<file path="config.mk">
export PLATFORM = sky130hd
export DESIGN_NAME = rf_arb
export DESIGN_NICKNAME = d
export VERILOG_FILES = /design/src/rtl/rf_pkg.sv /design/src/rtl/rr_pick.sv /design/src/rtl/rf_arb.sv
export SDC_FILE = /design/constraint.sdc
export NUM_CORES = 1
export LEC_CHECK = 0
export CAP_MARGIN = 10
export CORE_UTILIZATION = 37
export DETAILED_ROUTE_END_ITERATION = 6
export PLACE_DENSITY = 0.79
export SETUP_SLACK_MARGIN = 0.3
export SYNTH_ARGS = -nofsm -noshare
export SYNTH_HDL_FRONTEND = slang
export SYNTH_SLANG_ARGS = --single-unit
</file>
<file path="constraint.sdc">
create_clock -name clk -period 1.9 [get_ports clk]
set_input_delay 0.285 -clock clk [delete_from_list [all_inputs] [get_ports clk]]
set_output_delay 0.285 -clock clk [all_outputs]
set_load 0.05 [all_outputs]
</file>
<file path="src/rtl/rf_pkg.sv">
// Shared definitions for the register-file arbiter: width defaults, FSM state
// encoding, the last read-only register index and an index-width helper.
package rf_pkg;

  localparam int unsigned DW_DEF     = 8;
  localparam int unsigned AW_DEF     = 4;
  // Registers 0..RF_RO_LAST are read-only when write protection is built in.
  localparam int unsigned RF_RO_LAST = 4;

  typedef enum logic [1:0] {
    StIdle,
    StIssue,
    StDone
  } state_e;

  // Width of a requester index; at least one bit even for a single requester.
  function automatic int unsigned idx_width(input int unsigned n);
    return (n > 1) ? $clog2(n) : 1;
  endfunction

endpackage

</file>
<file path="src/rtl/rr_pick.sv">
// Round-robin selector: first requester at or above ptr_i, wrapping around.
module rr_pick
  import rf_pkg::*;
#(
  parameter int unsigned NREQ = 2,
  parameter int unsigned IW   = 1
) (
  input  logic [NREQ-1:0] req_i,
  input  logic [IW-1:0]   ptr_i,
  output logic [IW-1:0]   winner_o,
  output logic            valid_o
);

  logic [IW-1:0] idx;

  // Scan NREQ positions starting at ptr_i; the first hit wins.
  always_comb begin
    winner_o = '0;
    valid_o  = 1'b0;
    idx      = '0;
    for (int unsigned k = 0; k < NREQ; k++) begin
      idx = IW'((32'(ptr_i) + k) % NREQ);
      if (!valid_o && req_i[idx]) begin
        valid_o  = 1'b1;
        winner_o = idx;
      end
    end
  end

endmodule

</file>
<file path="src/rtl/rf_arb.sv">
// Round-robin arbiter giving NREQ requesters access to a single register-file
// port. Each transaction runs IDLE -> ISSUE -> DONE (three cycles).
// Optional feature: define RF_ARB_WRPROT_EN to reject writes to registers
// 0..RF_RO_LAST (gnt/done still pulse, err pulses in DONE, port stays idle).
module rf_arb
  import rf_pkg::*;
#(
  parameter int unsigned NREQ = 2,
  parameter int unsigned DW   = DW_DEF,
  parameter int unsigned AW   = AW_DEF
) (
  input  logic               clk,
  input  logic               rst_n,
  input  logic [NREQ-1:0]    req_i,
  input  logic [NREQ-1:0]    we_i,
  input  logic [NREQ*AW-1:0] addr_i,
  input  logic [NREQ*DW-1:0] wdata_i,
  output logic [NREQ-1:0]    gnt_o,
  output logic [NREQ-1:0]    done_o,
  output logic [DW-1:0]      rdata_o,
  output logic               err_o,
  output logic               busy_o,
  output logic               rf_enb_o,
  output logic               rf_r_w_o,
  output logic [AW-1:0]      rf_sel_o,
  output logic [DW-1:0]      rf_in_o,
  input  logic [DW-1:0]      rf_out_i
);

  localparam int unsigned IW = idx_width(NREQ);

  state_e        state_q, state_d;
  logic [IW-1:0] ptr_q, ptr_d;
  logic [IW-1:0] win_q;
  logic          we_q;
  logic          prot_q;
  logic [DW-1:0] rdata_q;
  logic          rf_r_w_q;
  logic [AW-1:0] rf_sel_q;
  logic [DW-1:0] rf_in_q;

  logic [IW-1:0] pick_idx;
  logic          pick_valid;
  logic          pick_we;
  logic          pick_prot;
  logic [AW-1:0] pick_addr;
  logic [DW-1:0] pick_wdata;
  logic          latch_en;

  rr_pick #(
    .NREQ (NREQ),
    .IW   (IW)
  ) u_rr_pick (
    .req_i    (req_i),
    .ptr_i    (ptr_q),
    .winner_o (pick_idx),
    .valid_o  (pick_valid)
  );

  assign pick_we    = we_i[pick_idx];
  assign pick_addr  = addr_i[pick_idx*AW +: AW];
  assign pick_wdata = wdata_i[pick_idx*DW +: DW];

`ifdef RF_ARB_WRPROT_EN
  assign pick_prot = pick_we && (pick_addr <= AW'(RF_RO_LAST));
`else
  assign pick_prot = 1'b0;
`endif

  // Next state; requests are only looked at while idle.
  always_comb begin
    state_d  = state_q;
    ptr_d    = ptr_q;
    latch_en = 1'b0;
    unique case (state_q)
      StIdle: begin
        if (pick_valid) begin
          state_d  = StIssue;
          ptr_d    = IW'((32'(pick_idx) + 32'd1) % NREQ);
          latch_en = 1'b1;
        end
      end
      StIssue: state_d = StDone;
      StDone:  state_d = StIdle;
      default: state_d = StIdle;
    endcase
  end

  // State, pointer and latched request; a rejected write leaves the port untouched.
  always_ff @(posedge clk or negedge rst_n) begin
    if (!rst_n) begin
      state_q  <= StIdle;
      ptr_q    <= '0;
      win_q    <= '0;
      we_q     <= 1'b0;
      prot_q   <= 1'b0;
      rf_r_w_q <= 1'b1;
      rf_sel_q <= '0;
      rf_in_q  <= '0;
    end else begin
      state_q <= state_d;
      ptr_q   <= ptr_d;
      if (latch_en) begin
        win_q  <= pick_idx;
        we_q   <= pick_we;
        prot_q <= pick_prot;
        if (!pick_prot) begin
          rf_r_w_q <= ~pick_we;
          rf_sel_q <= pick_addr;
          rf_in_q  <= pick_wdata;
        end
      end
    end
  end

  // Read data is taken from the register file as ISSUE ends.
  always_ff @(posedge clk or negedge rst_n) begin
    if (!rst_n) begin
      rdata_q <= '0;
    end else if (state_q == StIssue && !we_q) begin
      rdata_q <= rf_out_i;
    end
  end

  // Handshake pulses and port enable, decoded from the current state.
  always_comb begin
    gnt_o    = '0;
    done_o   = '0;
    rf_enb_o = 1'b0;
    if (state_q == StIssue) begin
      gnt_o[win_q] = 1'b1;
      rf_enb_o     = ~prot_q;
    end
    if (state_q == StDone) begin
      done_o[win_q] = 1'b1;
    end
  end

`ifdef RF_ARB_WRPROT_EN
  assign err_o = (state_q == StDone) && prot_q;
`else
  assign err_o = 1'b0;
`endif

  assign busy_o   = (state_q != StIdle);
  assign rdata_o  = rdata_q;
  assign rf_r_w_o = rf_r_w_q;
  assign rf_sel_o = rf_sel_q;
  assign rf_in_o  = rf_in_q;

endmodule

</file>
After elaboration in Yosys (flattened, before gate mapping)

Cells that the tools add are included.

Bits in registers: 26
Word-level logic and storage cells: 48
Output and inout bits: 28

Bitwise logic cells: 1
Eq/ne operators: 3
Reduce and logical (&&, ||, !) cells: 8
$lt $le $gt $ge: 5
Shift-type cells: 2
Multiplexer cells: 19
$add $sub $neg: 2

Operators with widths:

| kind                  | count |
|---|---|
| $shiftx A16 B5 Y8     | 1 |
| $mux W1               | 14 |
| $lt A1 B2 Y1 const B  | 4 |
| $shiftx A8 B4 Y4      | 1 |
| $mux W2               | 3 |
| $pmux W2 S2           | 1 |
| $logic_and A1 B1 Y1   | 3 |
| $add A1 B1 Y1 const B | 2 |
| $eq A2 B1 Y1 const B  | 1 |
| $eq A2 B2 Y1 const B  | 1 |
| $logic_not A1 Y1      | 2 |
| $logic_not A2 Y1      | 1 |
| $ne A2 B2 Y1 const B  | 1 |
| $reduce_and A2 Y1     | 1 |
| $reduce_bool A2 Y1    | 1 |
| $demux W1 S1          | 1 |
| $ge A1 B1 Y1 const B  | 1 |
| $not A1 Y1            | 1 |

Longest topological paths before layout

Gate-level depths: netlist of the first run.

Depth after elaboration: 9
Gate-level depth with buffers: 5
Depth with buffers taken out: 4

By module

Synthesis of the first run repeated with hierarchy kept, for this count alone.

Cell total of the unflattened synthesis: 82
Area total of the unflattened synthesis: 1256.2 um^2

Modules (own cells, without submodules):

| module  | area an instance (um^2) | times used | cells an instance |
|---|---|---|---|
| rf_arb  | 1238.7                  | 1          | 79 |
| rr_pick | 17.5                    | 1          | 3 |

Worst setup path after synthesis of the first run

No wires, ideal clock.

Path kind: flip-flop to output port
From: register win_q
To: output done_o[0]
Cell stages (with the launch flop): 2
Data required time: 1615 ps
Path slack: 50 ps
Buffers on the path: 0
Arrival: 1565 ps
Cell sequence: dfrtp_1 -> nor3b_1

Longest elaborated chain between the ends: 5
Elaborated cells on any way between the ends: 6

Ends and longest elaborated chain:

| element                                                            | line          | RTL |
|---|---|---|
| from (decl)                                                        | rf_arb.sv:34  | `logic [IW-1:0] win_q;` |
| from (signal assigned)                                             | rf_arb.sv:104 | `win_q <= pick_idx;` |
| $lt A1 B2 Y1 (implied by the code) or $ge A1 B1 Y1 (tied branches) | rf_arb.sv:135 | `done_o[win_q] = 1'b1;` |
| $logic_and A1 B1 Y1 (implied by the code)                          | rf_arb.sv:135 |  |
| $mux W1 (implied by the code)                                      | rf_arb.sv:135 |  |
| $demux W1 S1 *                                                     | rf_arb.sv:135 |  |
| $mux W2 *                                                          | rf_arb.sv:134 | `if (state_q == StDone) begin` |
| to (decl)                                                          | rf_arb.sv:19  | `output logic [NREQ-1:0] done_o,` |

Every way passes the cells marked *; elsewhere a longest branch is shown, timed or not.

Worst setup path after layout of the first run

From: register state_q[1]
To: output gnt_o[1]

Longest elaborated chain between the ends: 2

Ends and longest elaborated chain:

| element                | line          | RTL |
|---|---|---|
| from (decl)            | rf_arb.sv:32  | `state_e state_q, state_d;` |
| from (signal assigned) | rf_arb.sv:92  | `state_q <= StIdle;` |
| from (signal assigned) | rf_arb.sv:101 | `state_q <= state_d;` |
| $eq A2 B1 Y1           | rf_arb.sv:130 | `if (state_q == StIssue) begin` |
| $mux W2                | rf_arb.sv:130 |  |
| to (decl)              | rf_arb.sv:18  | `output logic [NREQ-1:0] gnt_o,` |

No other way between the ends.

==> out/metrics.yaml, run 1 <==
powerDensity_mw_per_mm2: 1910
finalMaxSlewViolations: 0
grt_pass1_wl_um: 4910
n_antenna_cell: 0
initial_utilization_pct: 39.8
netlist_top_cells_area: "dfrtp_1 (56%), a221o_1 (12%), mux2_2 (8.0%)"
finalHoldViolations: 0
gp_congestion: 0.756
clock_sinks: 26
skew_ns: 0.00957
hold_slack_ns: 0.310
syn_area_per_cell_um2: 12.4
syn_to_final_growth_pct: 66.3
internal_power_mw: 1.76
status: "finished, violations left"
pwr-share-comb_pct: 63.4
grt_pass1_vias: 1049
die_area_mm2: 0.00326
track_usage_pct: 19.4
ctsRootBufferMaster: "clkbuf_4"
drt_iter0_markers: 45
start_kind: "register"
synth_cells: 91
setup-violations-final: 0
tns_ns: 0
fin_area_mm2: 0.00187
slew_headroom_pct: 65.9
cap_violations: 0
yosys_warnings: 0
wire_per_inst_um: 15.5
firstDrtPassIters: 6
drtAntennaViolNets: 0
fin_crit_ns: 1.59
drc: 13
net-switching-power_mw: 1.81
dp_hpwl_um: 2220
htreeDepth: 1
wl_um: 2940
p_clk_share_pct: 7.9
ir_worst_vdd_uv: 830
yosysUniqueCellTypes: 21
fillers: 226
core-area_mm2: 0.00283
critical_path_peak_fanout: 5
period_share_pct: 83.6
crit_type: "register to output pin"
ff2ff_setup_slack_ns: 0.44
num-nets-final: 198
required_ns: 1.62
path_clk_slew_ns: 0.15
p_sw_share_pct: 50.7
cts_buffers: 3
drive_gt1_share_pct: 21.4
synth_top_cell_by_area: "dfrtp_1"
power.leakage_nw: 0.929
vias: 1010
worst_slew_pin_slew_ns: 0.514
gr-total-overflow: 0
fmax_mhz: 629
worstSkewPairLatency_ns: 0.32
violations: "design-rule violations"
worstSetupEndpointType: "output pin"
grt_max_degree: 27
die_y_um: 57.1
grt_antenna_before_repair: 0
rows: 19
synth_seq_cells: 26
ioPinCount: 66
p_seq_share_pct: 28.7
fp.dieW_um: 57.1
cts_buffer_depth: 2
drt-vias-per-instance: 5.32
synth.net_count: 129
rsz0062_at_grt: "true"
tritoncts: "yes"
seq_area_frac_synth_pct: 58.0
io_buffers: 64
synth_top_area_share_pct: 55.6
dpl-instance-area_mm2: 0.00181
syn-cell-area_mm2: 0.00112
hp-class: "primary input to async pin"
worstPathArrival_ns: 1.30
worst max-delay path: stages (launching register included):
cell and delay, ns:
dfrtp_1 0.45, nand2b_4 0.17, inv_1 0.08, and2_4 0.16, buf_12 0.13
layout make-up:
class	count	area, um^2	share of cell area, %
inverter	7	26.3	1.40
tap	31	38.8	2.07
multi-input combinational	52	448	23.9
sequential	26	653	34.9
clock buffer	4	36.3	1.94
timing repair buffer	70	668	35.7
layer usage:
layer	vias up	track usage, %	share of wire, %
li1	471	-	-
met1	478	25.8	42
met2	59	33.6	49
met4	0	3.14	0.27
met5	-	0	0
met3	2	3.63	9.0
kinds of logic (layout without fill, tap and decap cells):
family / Yosys count / count (layout) / synth area share [%]
multiplexers: 8 / 8 / 8.01
other: 1 / 1 / 0.333
buffers and inverters: 13 / 81 / 5.34
AND/OR/NAND/NOR: 25 / 25 / 13.5
AO/OA/AOI/OAI: 18 / 18 / 14.9
flip-flops: 26 / 26 / 58.0
state kept, by name, summed over array words and instances (netlist names):
name and count:
rdata_o 8, rf_in_o 8, rf_sel_o 4, state_q 2, ptr_q 1, rf_r_w_o 1
we_q 1, win_q 1
synthesized netlist by cell type (all sizes together):
cell,instances
a21o,2
a221o,13
a222oi,1
and2,1
and3,14
and3b,1
buf,2
clkbuf,4
conb,1
dfrtp,25
dfstp,1
inv,7
mux2,8
nand2,1
nand2b,2
nor2,4
nor3b,2
o21a,1
o21ai,1
placed cells by master (no fill, tap or decap):
| cell type | n |
|---|---|
| and3b_1 | 1 |
| nor3b_4 | 1 |
| nor2_1 | 2 |
| buf_4 | 11 |
| nor2_4 | 1 |
| a221o_1 | 13 |
| nor2_2 | 1 |
| clkdlybuf4s50_1 | 37 |
| and3_1 | 13 |
| nand2b_1 | 1 |
| mux2_2 | 8 |
| and2_4 | 1 |
| o21a_1 | 1 |
| buf_12 | 2 |
| nand2_1 | 1 |
| dfstp_2 | 1 |
| dlygate4sd2_1 | 20 |
| and3_2 | 1 |
| conb_1 | 1 |
| dfrtp_1 | 24 |
| a21o_1 | 2 |
| nor3b_2 | 1 |
| dfrtp_2 | 1 |
| clkbuf_8 | 1 |
| a222oi_1 | 1 |
| inv_1 | 7 |
| o21ai_1 | 1 |
| nand2b_4 | 1 |
| clkbuf_4 | 3 |
worst paths after layout:
path / from / to / cells after the start
min in group clk: ptr_q / ptr_q / 1
max in group asynchronous: rst_n / rf_r_w_o / 2
worst max register to register: state_q[0] / rf_in_o[4] / 4
worst max-delay path: state_q[1] / gnt_o[1] / 4
worst min-delay path: rst_n / rdata_o[7] / 2
worst min register to register: ptr_q / ptr_q / 1
stage by stage:
step                total power, mW  utilization [%]  setup WS, ns  std cells
CTS                            3.55             65.6         0.310        190
global placement               3.29             63.9        0.0106        183
global route                   3.75             66.1         0.231        190
floorplan                      2.55                -         0.322         91
finish                         3.57             66.1         0.311        190
detailed placement             3.34             63.9        -0.177        183
power groups by stage:
stage / sequential, mW / clock [mW] / combinational [mW]
global placement: 1.02 / 0 / 2.27
detailed placement: 1.02 / 0 / 2.32
floorplan: 1.77 / 0 / 0.774
CTS: 1.02 / 0.285 / 2.24
finish: 1.02 / 0.280 / 2.26
global route: 1.07 / 0.307 / 2.37
timing repair:
action                                  4_1_cts  5_1_grt
setup buffers                                 3        0
hold buffers                                  0        0
endpoints found under the setup margin       34       25
gates resized for setup                      24        4
Power figures use the tool's default switching activity.
==> run 2: changes to the inputs <==
--- a/config.mk
+++ b/config.mk
@@ -6,9 +6,9 @@
 export NUM_CORES = 1
 export LEC_CHECK = 0
 export CAP_MARGIN = 10
-export CORE_UTILIZATION = 37
+export CORE_UTILIZATION = 33
 export DETAILED_ROUTE_END_ITERATION = 6
-export PLACE_DENSITY = 0.79
+export PLACE_DENSITY = 0.74
 export SETUP_SLACK_MARGIN = 0.3
 export SYNTH_ARGS = -nofsm -noshare
 export SYNTH_HDL_FRONTEND = slang
==> constraint.sdc (replaced) <==
create_clock -name clk -period 1.3 [get_ports clk]
set_input_delay 0.195 -clock clk [delete_from_list [all_inputs] [get_ports clk]]
set_output_delay 0.195 -clock clk [all_outputs]
set_load 0.05 [all_outputs]
==> run 2 against run 1 <==
Effect of this change:
- the flow finishes with violations (negative setup slack)
- die area grew 12%
- clock power grew 110%
- worst hold slack lost 0.12 ns
- final cell count grew 24%
- clock-buffer cell count shrank 1
- register-to-register slack lost 0.74 ns
- global-route usage grew 2.8 points
- non-clock buffer count grew 31
- largest cell class unchanged
==> out/metrics.yaml, run 2 (synthesized netlist as in run 1, its figures left out) <==
syn_to_final_growth_pct: 128  # was 66.3%
fp.dieW_um: 60.4  # was 57.1 um
dp_hpwl_um: 2340  # was 2220 um
worstSetupEndpointType: "output pin"  # unchanged
grt_pass1_wl_um: 5810  # was 4910 um
fin_area_mm2: 0.00257  # was 0.00187 mm^2
firstDrtPassIters: 4  # was 6
initial_utilization_pct: 35.7  # was 39.8%
start_kind: "register"  # unchanged
cap_violations: 0  # unchanged
finalHoldViolations: 0  # unchanged
cts_buffers: 3  # unchanged
reg2reg_from: "state_q[0]"  # unchanged
finalMaxSlewViolations: 0  # unchanged
powerDensity_mw_per_mm2: 3070  # was 1910 mW/mm^2
rows: 20  # was 19
power.leakage_nw: 1.22  # was 0.929 nW
drt_iter0_markers: 36  # was 45
fin_crit_ns: 1.67
track_usage_pct: 22.2  # was 19.4%
grt_max_degree: 27  # unchanged
period_share_pct: 128
fmax_mhz: 600
hold_slack_ns: 0.191  # was 0.310 ns
drive_gt1_share_pct: 48.7  # was 21.4%
drc: 0  # was 13
die_y_um: 60.4  # was 57.1 um
status: "finished, violations left"  # unchanged
gp_congestion: 0.759  # was 0.756
worstSkewPairLatency_ns: 0.34  # was 0.32 ns
path_clk_slew_ns: 0.15  # about the same
wire_per_inst_um: 17.0  # was 15.5 um
wl_um: 3990  # was 2940 um
htreeDepth: 1  # unchanged
vias: 1157  # was 1010
rr_worst_depth: 8  # was 4
worstPathArrival_ns: 1.47  # was 1.30 ns
rr_endpoint: "rf_in_o[3]"  # was rf_in_o[4]
violations: "negative setup slack"  # was design-rule violations
skew_ns: 0.00444  # was 0.00957 ns
n_antenna_cell: 0  # unchanged
die_area_mm2: 0.00365  # was 0.00326 mm^2
grt_pass1_vias: 1189  # was 1049
gr-total-overflow: 0  # unchanged
setup_slack_ns: -0.365  # was 0.311 ns
final_common_cell: "clkdlybuf4s50_1"  # unchanged
critical_path_peak_fanout: 4  # was 5
ir_worst_vdd_uv: 2170  # was 830 uV
ff2ff_setup_slack_ns: -0.30  # was 0.44 ns
ctsRootBufferMaster: "clkbuf_4"  # unchanged
drtAntennaViolNets: 0  # unchanged
tritoncts: "yes"  # unchanged
holdBufCountCts: 0  # unchanged
hp-class: "primary input to async pin"  # unchanged
drt-vias-per-instance: 4.92  # was 5.32
io_buffers: 64  # unchanged
layout_common_cells: "clkdlybuf4s50_1 (37), buf_12 (28), dfrtp_1 (24), buf_4 (21), buf_6 (14)"  # was clkdlybuf4s50_1 (37), dfrtp_1 (24), dlygate4sd2_1 (20), and3_1 (13), a221o_1 (13)
num-nets-final: 230  # was 198
cts_buffer_depth: 2  # unchanged
grt_antenna_before_repair: 0  # unchanged
required_ns: 1.11  # was 1.62 ns
core-area_mm2: 0.00315  # was 0.00283 mm^2
crit_type: "register to output pin"  # unchanged
setup-violations-final: 31  # was 0
fillers: 193  # was 226
rsz0062_at_grt: "true"  # unchanged
pre_cts_ws_ns: -0.666  # was -0.177 ns
dpl-instance-area_mm2: 0.00218  # was 0.00181 mm^2
ioPinCount: 66  # unchanged
power_mw: 7.87  # was 3.57 mW
clock_sinks: 26  # unchanged
-- run 2: worst max-delay path by stage --
stage / startpoint / end / slack [ns] / cells past startpoint
after floorplan: state_q[0] / done_o[0] / 0.005 / 1
after global placement: req_i[1] / rf_sel_o[2] / -0.65 / 4
after detailed placement: req_i[1] / rf_sel_o[2] / -0.67 / 4
after CTS: state_q[1] / gnt_o[1] / -0.35 / 6
after global routing: state_q[1] / gnt_o[1] / -0.40 / 6
final: state_q[1] / gnt_o[1] / -0.37 / 6
-- run 2: worst max-delay path, cell delays in order (launching register included) --
cell and delay (ns):
dfrtp_1 0.43, buf_6 0.13, nand2b_4 0.14, buf_6 0.12, clkinvlp_4 0.06, and2_4 0.14, buf_12 0.13
-- run 2: area by class of cell --
type                            instances  area, um^2  share of cell area [%]
Tap cell                               44        55.1                    2.15
Clock buffer                            3        22.5                   0.878
Sequential cell                        26         653                    25.5
Clock inverter                          1        30.0                    1.17
Multi-Input combinational cell         53         512                    19.9
Timing Repair Buffer                  101        1260                    49.1
Inverter                                7        32.5                    1.27
-- run 2: power breakdown --
group | switching (mW) | internal (mW) | leakage [nW]
combinational | 2.56 | 3.07 | 0.877
sequential | 0.443 | 1.23 | 0.313
clock | 0.267 | 0.312 | 0.0279
total | 3.27 | 4.61 | 1.22
-- run 2: per-stage QoR --
step,instances,utilization (%),setup TNS [ns]
after global placement,202,69.1,-9.44
after floorplan,91,-,0
final,235,81.4,-8.29
after CTS,225,78.4,-7.15
after global routing,235,81.4,-9.30
after detailed placement,202,69.1,-10.12
-- run 2: per-layer routing --
layer  global-route usage [%]  vias up  part of all wire [%]
met5                        0        -                     0
met4                     5.98        0                  0.83
met3                     4.90        3                   6.6
met2                     43.0       59                    54
met1                     23.9      560                    38
li1                         -      535                     -
-- run 2: timing repair --
action / in CTS / in global routing
pin swaps: 6 / 3
resized for setup: 22 / 6
cloned: 2 / 0
setup endpoints to repair: 52 / 52
setup buffers: 17 / 10
